$ cat src/rtl/ctx_mem_rd_port.sv
// Context-restore read port: pops word addresses from the RTOS unit and issues OBI reads.
// Optional stall counter output is enabled by defining CTX_RD_STALL_CNT_EN.
module ctx_mem_rd_port #(
  parameter int unsigned MAX_OUTSTANDING = 2
) (
  input  logic        clk_i,
  input  logic        rst_ni,
  input  logic [31:0] rd_addr_i,
  input  logic        rd_addr_rdy_i,
  output logic        rd_addr_en_o,
  output logic [31:0] rd_data_o,
  output logic        rd_data_en_o,
  input  logic        core_busy_i,
  output logic        bus_own_o,
  output logic        mem_req_o,
  output logic [31:0] mem_addr_o,
  input  logic        mem_gnt_i,
  input  logic        mem_rvalid_i,
  input  logic [31:0] mem_rdata_i
`ifdef CTX_RD_STALL_CNT_EN
  ,
  output logic [31:0] rd_stall_cnt_o
`endif
);

  localparam int unsigned CW = $clog2(MAX_OUTSTANDING + 1);

  typedef enum logic {
    IDLE = 1'b0,
    REQ  = 1'b1
  } state_t;

  state_t        r_state;
  logic [CW-1:0] r_cnt;
  logic [31:0]   r_addr;
  logic          r_rd_data_en;
  logic [31:0]   r_rd_data;

  logic          w_gnt_acc;
  logic          w_rv_acc;
  logic [CW:0]   w_cnt_sum;
  logic          w_room;
  logic          w_can_issue;
  logic          w_pop;

  assign w_gnt_acc = (r_state == REQ) & mem_gnt_i;
  assign w_rv_acc  = mem_rvalid_i & (r_cnt != '0);

  // A read granted this cycle already occupies a slot for the next pop.
  assign w_cnt_sum   = {1'b0, r_cnt} + {{CW{1'b0}}, w_gnt_acc};
  assign w_room      = w_cnt_sum < (CW + 1)'(MAX_OUTSTANDING);
  assign bus_own_o   = (r_state == REQ) | (r_cnt != '0);
  assign w_can_issue = rd_addr_rdy_i & (bus_own_o | ~core_busy_i) & w_room;
  assign w_pop       = w_can_issue & ((r_state == IDLE) | w_gnt_acc);

  assign rd_addr_en_o = w_pop;
  assign mem_req_o    = (r_state == REQ);
  assign mem_addr_o   = r_addr & 32'hFFFF_FFFC;
  assign rd_data_en_o = r_rd_data_en;
  assign rd_data_o    = r_rd_data;

  // Request FSM: an ungranted request keeps its address until accepted.
  always_ff @(posedge clk_i or negedge rst_ni) begin
    if (!rst_ni) begin
      r_state <= IDLE;
      r_addr  <= '0;
    end else begin
      case (r_state)
        IDLE: begin
          if (w_pop) begin
            r_addr  <= rd_addr_i;
            r_state <= REQ;
          end
        end
        REQ: begin
          if (w_pop) begin
            r_addr  <= rd_addr_i;
            r_state <= REQ;
          end else if (mem_gnt_i) begin
            r_state <= IDLE;
          end
        end
        default: r_state <= IDLE;
      endcase
    end
  end

  always_ff @(posedge clk_i or negedge rst_ni) begin
    if (!rst_ni) begin
      r_cnt <= '0;
    end else begin
      case ({w_gnt_acc, w_rv_acc})
        2'b10:   r_cnt <= r_cnt + 1'b1;
        2'b01:   r_cnt <= r_cnt - 1'b1;
        default: r_cnt <= r_cnt;
      endcase
    end
  end

  // Responses with nothing outstanding are dropped here.
  always_ff @(posedge clk_i or negedge rst_ni) begin
    if (!rst_ni) begin
      r_rd_data_en <= 1'b0;
      r_rd_data    <= '0;
    end else begin
      r_rd_data_en <= w_rv_acc;
      if (w_rv_acc) begin
        r_rd_data <= mem_rdata_i;
      end
    end
  end

`ifdef CTX_RD_STALL_CNT_EN
  logic [31:0] r_stall_cnt;

  always_ff @(posedge clk_i or negedge rst_ni) begin
    if (!rst_ni) begin
      r_stall_cnt <= '0;
    end else if (rd_addr_rdy_i & ~w_pop & (r_stall_cnt != 32'hFFFF_FFFF)) begin
      r_stall_cnt <= r_stall_cnt + 32'd1;
    end
  end

  assign rd_stall_cnt_o = r_stall_cnt;
`endif

endmodule

$ cat config.mk
export PLATFORM = sky130hd
export DESIGN_NAME = ctx_mem_rd_port
export DESIGN_NICKNAME = d
export VERILOG_FILES = /design/src/rtl/ctx_mem_rd_port.sv
export SDC_FILE = /design/constraint.sdc
export NUM_CORES = 1
export LEC_CHECK = 0
export ABC_CLOCK_PERIOD_IN_PS = 1700
export BUFFER_PORTS_ARGS = -buffer_cell sky130_fd_sc_hd__buf_2
export CAP_MARGIN = 10
export CORE_ASPECT_RATIO = 1.75
export CORE_UTILIZATION = 42
export CTS_BUF_LIST = sky130_fd_sc_hd__clkbuf_2 sky130_fd_sc_hd__clkbuf_4 sky130_fd_sc_hd__clkbuf_8
export CTS_CLUSTER_SIZE = 16
export DETAILED_ROUTE_END_ITERATION = 10
export PLACE_DENSITY = 0.88
export SYNTH_ARGS = -nofsm -noshare
export SYNTH_HDL_FRONTEND = slang
export SYNTH_SLANG_ARGS = --single-unit
$ cat constraint.sdc
create_clock -name clk_i -period 1.7 [get_ports clk_i]
set_input_delay 0.34 -clock clk_i [delete_from_list [all_inputs] [get_ports clk_i]]
set_output_delay 0.34 -clock clk_i [all_outputs]
set_load 0.005 [all_outputs]
==> key figures <==
Run status
  – Status: complete, but fails checks
  – Violations in the final reports: negative hold slack

GRT
  – Aggregate global-route resource usage: roughly 18%
  – Number of antenna violations at the first check in global routing: 0
  – Pin count of the biggest net entering global routing: 67
  – First-pass GRT wire length: between 8 and 9 mm
  – Vias in the first global route: ~1900
  – GR Overflow Total: 0

Setup path
  – Cell chain of the critical path: buf_6 -> or3_1 -> buf_2
  – CP max FO: 5
  – Master of the slowest instance on the critical path: dfrtp_1
  – Register-to-Register Path Depth: 7
  – Biggest cell delay along the critical path: 0.41 ns
  – Worst-case register-to-register setup slack: between 0.15 and 0.2 ns
  – Arrival time worst endpoint: 1.30 ns
  – Endpoint of the worst-slack reg-to-reg timing path: r_cnt[1]
  – Required @ worst endpoint: 1.36 ns
  – Category of the most critical setup path: flip-flop to output port
  – Type of destination of the critical path: output port
  – Buf/Inv on CP: 2
  – Kind of cell adding the most delay to the critical path: flip-flops
  – Start of the worst register-to-register path: r_cnt[0]
  – Crit start category: flip-flop

Clock network
  – Clock-pin slew reported for the worst setup and hold paths after clock tree synthesis: 0.06 ns
  – Level count of the clock H-tree: 3
  – CTS Sinks: 66
  – Total CTS buffers: 9
  – Hold buffers post-CTS: 0
  – Maximum clock insertion buffer count: 2
  – Root Buffer Master: clkbuf_8
  – Skew-Pair Late Insertion Delay: around 0.33 ns
  – Clock tree from TritonCTS: yes

Timing
  – Hold Violations, Final: 2
  – Maximum clock skew at final layout: just under 0.006 ns
  – Final worst hold slack: -0.00321 ns
  – Number of max-slew violations in the final report: 0
  – Setup violators final: 0
  – Final critical path time including I/O delays and setup: ~1.6 ns
  – Timing-limited maximum frequency: about 600 MHz
  – Final worst path period share: a little over nine tenths
  – Unrepaired setup endpoints after global routing: false
  – Setup TNS: 0 ns

Routing
  – WL final: about 5.7 mm
  – Via density per instance: ~4.7
  – Average detailed-routed wire length per instance: roughly 15 um
  – Antenna violation net count after detailed routing: 0
  – Pre-antenna DRT Iters: 4
  – DRC Markers: 0
  – Detailed-route via count: roughly 1800
  – DRT iter0 DRCs: just over 90

Hold path
  – Type of the most critical hold path: input pin to async pin

Synth
  – Number of warnings reported in the yosys synthesis log: 0
  – Top cell types by occurrence after synthesis: 66 x dfrtp_1, 33 x mux2_2, 29 x mux2_4, 6 x buf_4
  – Mapped cell area: 2660 um^2
  – Area fraction of the dominant cell type after synthesis: 62.1%
  – Yosys cell types: 20
  – Flops & latches, synth: 66
  – Leading cell type by number of instances after synthesis: dfrtp_1
  – Synth area leader: dfrtp_1
  – Most instantiated flip-flop cell in the synthesis netlist: dfrtp_1
  – Number of synthesized flops with an enable pin: 0
  – Leading cell types by total area after synthesis: dfrtp_1 62%, mux2_4 16%, mux2_2 14%
  – Seq/Total Area, Yosys: 62.1%
  – Share of synthesized registers carrying an async set or reset: 100%
  – Synthesized area per cell: 16.9 um^2
  – Syn Inst Count: around 160

Place
  – HPWL after DPL: about 4.2 mm
  – Buffers on Ports: approximately 130
  – Cell area after placement: 3440 um^2
  – Routability Congestion: slightly above 0.7

Cells and area
  – Non-Filler Cell Area, Final: between 3000 and 4000 um^2
  – Core occupancy in the finished layout: 59.0%
  – Antenna diodes: 0
  – Post-layout net count: 374
  – Ratio of cells with drive above 1 in the final layout: 72.4%
  – Layout Area Growth over Synthesis: 36.0%

Floorplanning
  – Initial Utilization: ~43%
  – Number of top-level design ports: 138
  – Area inside the core boundary: a little over 6000 um^2
  – Die Width: between 60 and 70 um
  – Die area: ~6700 um^2
  – Vertical extent of the die: 107 um
  – Core Rows: 38

Power
  – Cell-internal power: between 4000 and 5000 uW
  – Leakage dissipation: around 0.0019 uW
  – Seq pwr share: roughly 42%
  – Combinational share of power: just over 40%
  – Clk pwr share: between 15 and 20%
  – Switching power as a share of total power: around 29%
  – Power per cell area: around 1800 nW/um^2
  – Switch Pwr: 1900 uW
  – Max IR drop VDD: 0.791 mV

Job
  – Maximum Capacitance Violations: 0
[routing by layer]
| layer | global-route usage [%] | vias up | share of wire (%) |
|---|---|---|---|
| met3 | 4.34 | 17 | 3.8 |
| met5 | 0 | - | 0 |
| li1 | - | 828 | - |
| met1 | 18.5 | 882 | 36 |
| met2 | 31.8 | 70 | 57 |
| met4 | 12.6 | 0 | 3.6 |
[through the flow]
step	cells	hold slack, ns	total power (uW)	setup slack, ns
floorplan	158	0.0444	4270	0.0784
global placement	369	0.373	5250	0.172
detailed placement	369	0.381	5400	0.146
CTS	384	0.00714	6550	0.0192
global route	384	0.0220	6870	0.00627
finish	384	-0.00321	6480	0.0574
[cells by family (layout without fill, tap and decap cells)]
family / Yosys count / count (layout) / share of synthesized area (%)
AO/OA/AOI/OAI: 4 / 4 / 0.941
flip-flops: 66 / 66 / 62.1
other: 1 / 2 / 0.141
AND/OR/NAND/NOR: 9 / 9 / 1.79
adder cells (fa/ha/maj): 1 / 1 / 0.470
multiplexers: 62 / 62 / 30.3
XOR/XNOR: 3 / 3 / 0.988
buffers and inverters: 11 / 157 / 3.25
[area by class of cell]
cell class | instances | area (um^2)
fill | 502 | 2510
sequential | 66 | 1650
multi-input combinational | 81 | 926
timing repair buffer | 143 | 782
clock buffer | 11 | 145
tap | 80 | 100
inverter | 2 | 7.51
clock inverter | 1 | 5.00
[sequential cells by signal, summed over array words and instances (netlist names)]
| signal | count |
|---|---|
| mem_req_o | 1 |
| r_cnt | 2 |
| r_addr | 30 |
| rd_data_o | 32 |
| rd_data_en_o | 1 |
[how the worst max path moves through the flow]
stage / start / end / cells after the start
floorplan: r_cnt[0] / r_cnt[1] / 7
global placement: core_busy_i / r_addr[31] / 6
detailed placement: core_busy_i / r_addr[19] / 6
CTS: mem_req_o / bus_own_o / 3
global route: r_cnt[1] / rd_addr_en_o / 4
finish: mem_req_o / bus_own_o / 3
[cells in the final DEF, fill, tap and decap left out, drive strengths merged]
master  count
conb        2
xnor2       2
clkbuf     11
a21oi       1
inv         2
nor2        2
nand2       2
buf       143
o22ai       1
xor2        1
nor2b       3
ha          1
dfrtp      66
mux2       62
o21ai       2
nand3       1
or3         1
clkinv      1
[what timing repair did]
item / CTS / global route
pin swaps: 1 / 0
gates cloned: 0 / 0
setup endpoints to repair: 1 / 1
buffers inserted: 3 / 0
gates resized for setup: 1 / 1
[power by group through the flow]
stage	clock [uW]	sequential [uW]	combinational, uW
after floorplan	0	2800	1480
after global placement	0	2710	2540
after detailed placement	0	2780	2630
after CTS	1110	2730	2710
after global routing	1160	2820	2890
final	1050	2740	2690
(Power assumes the default switching activity.)
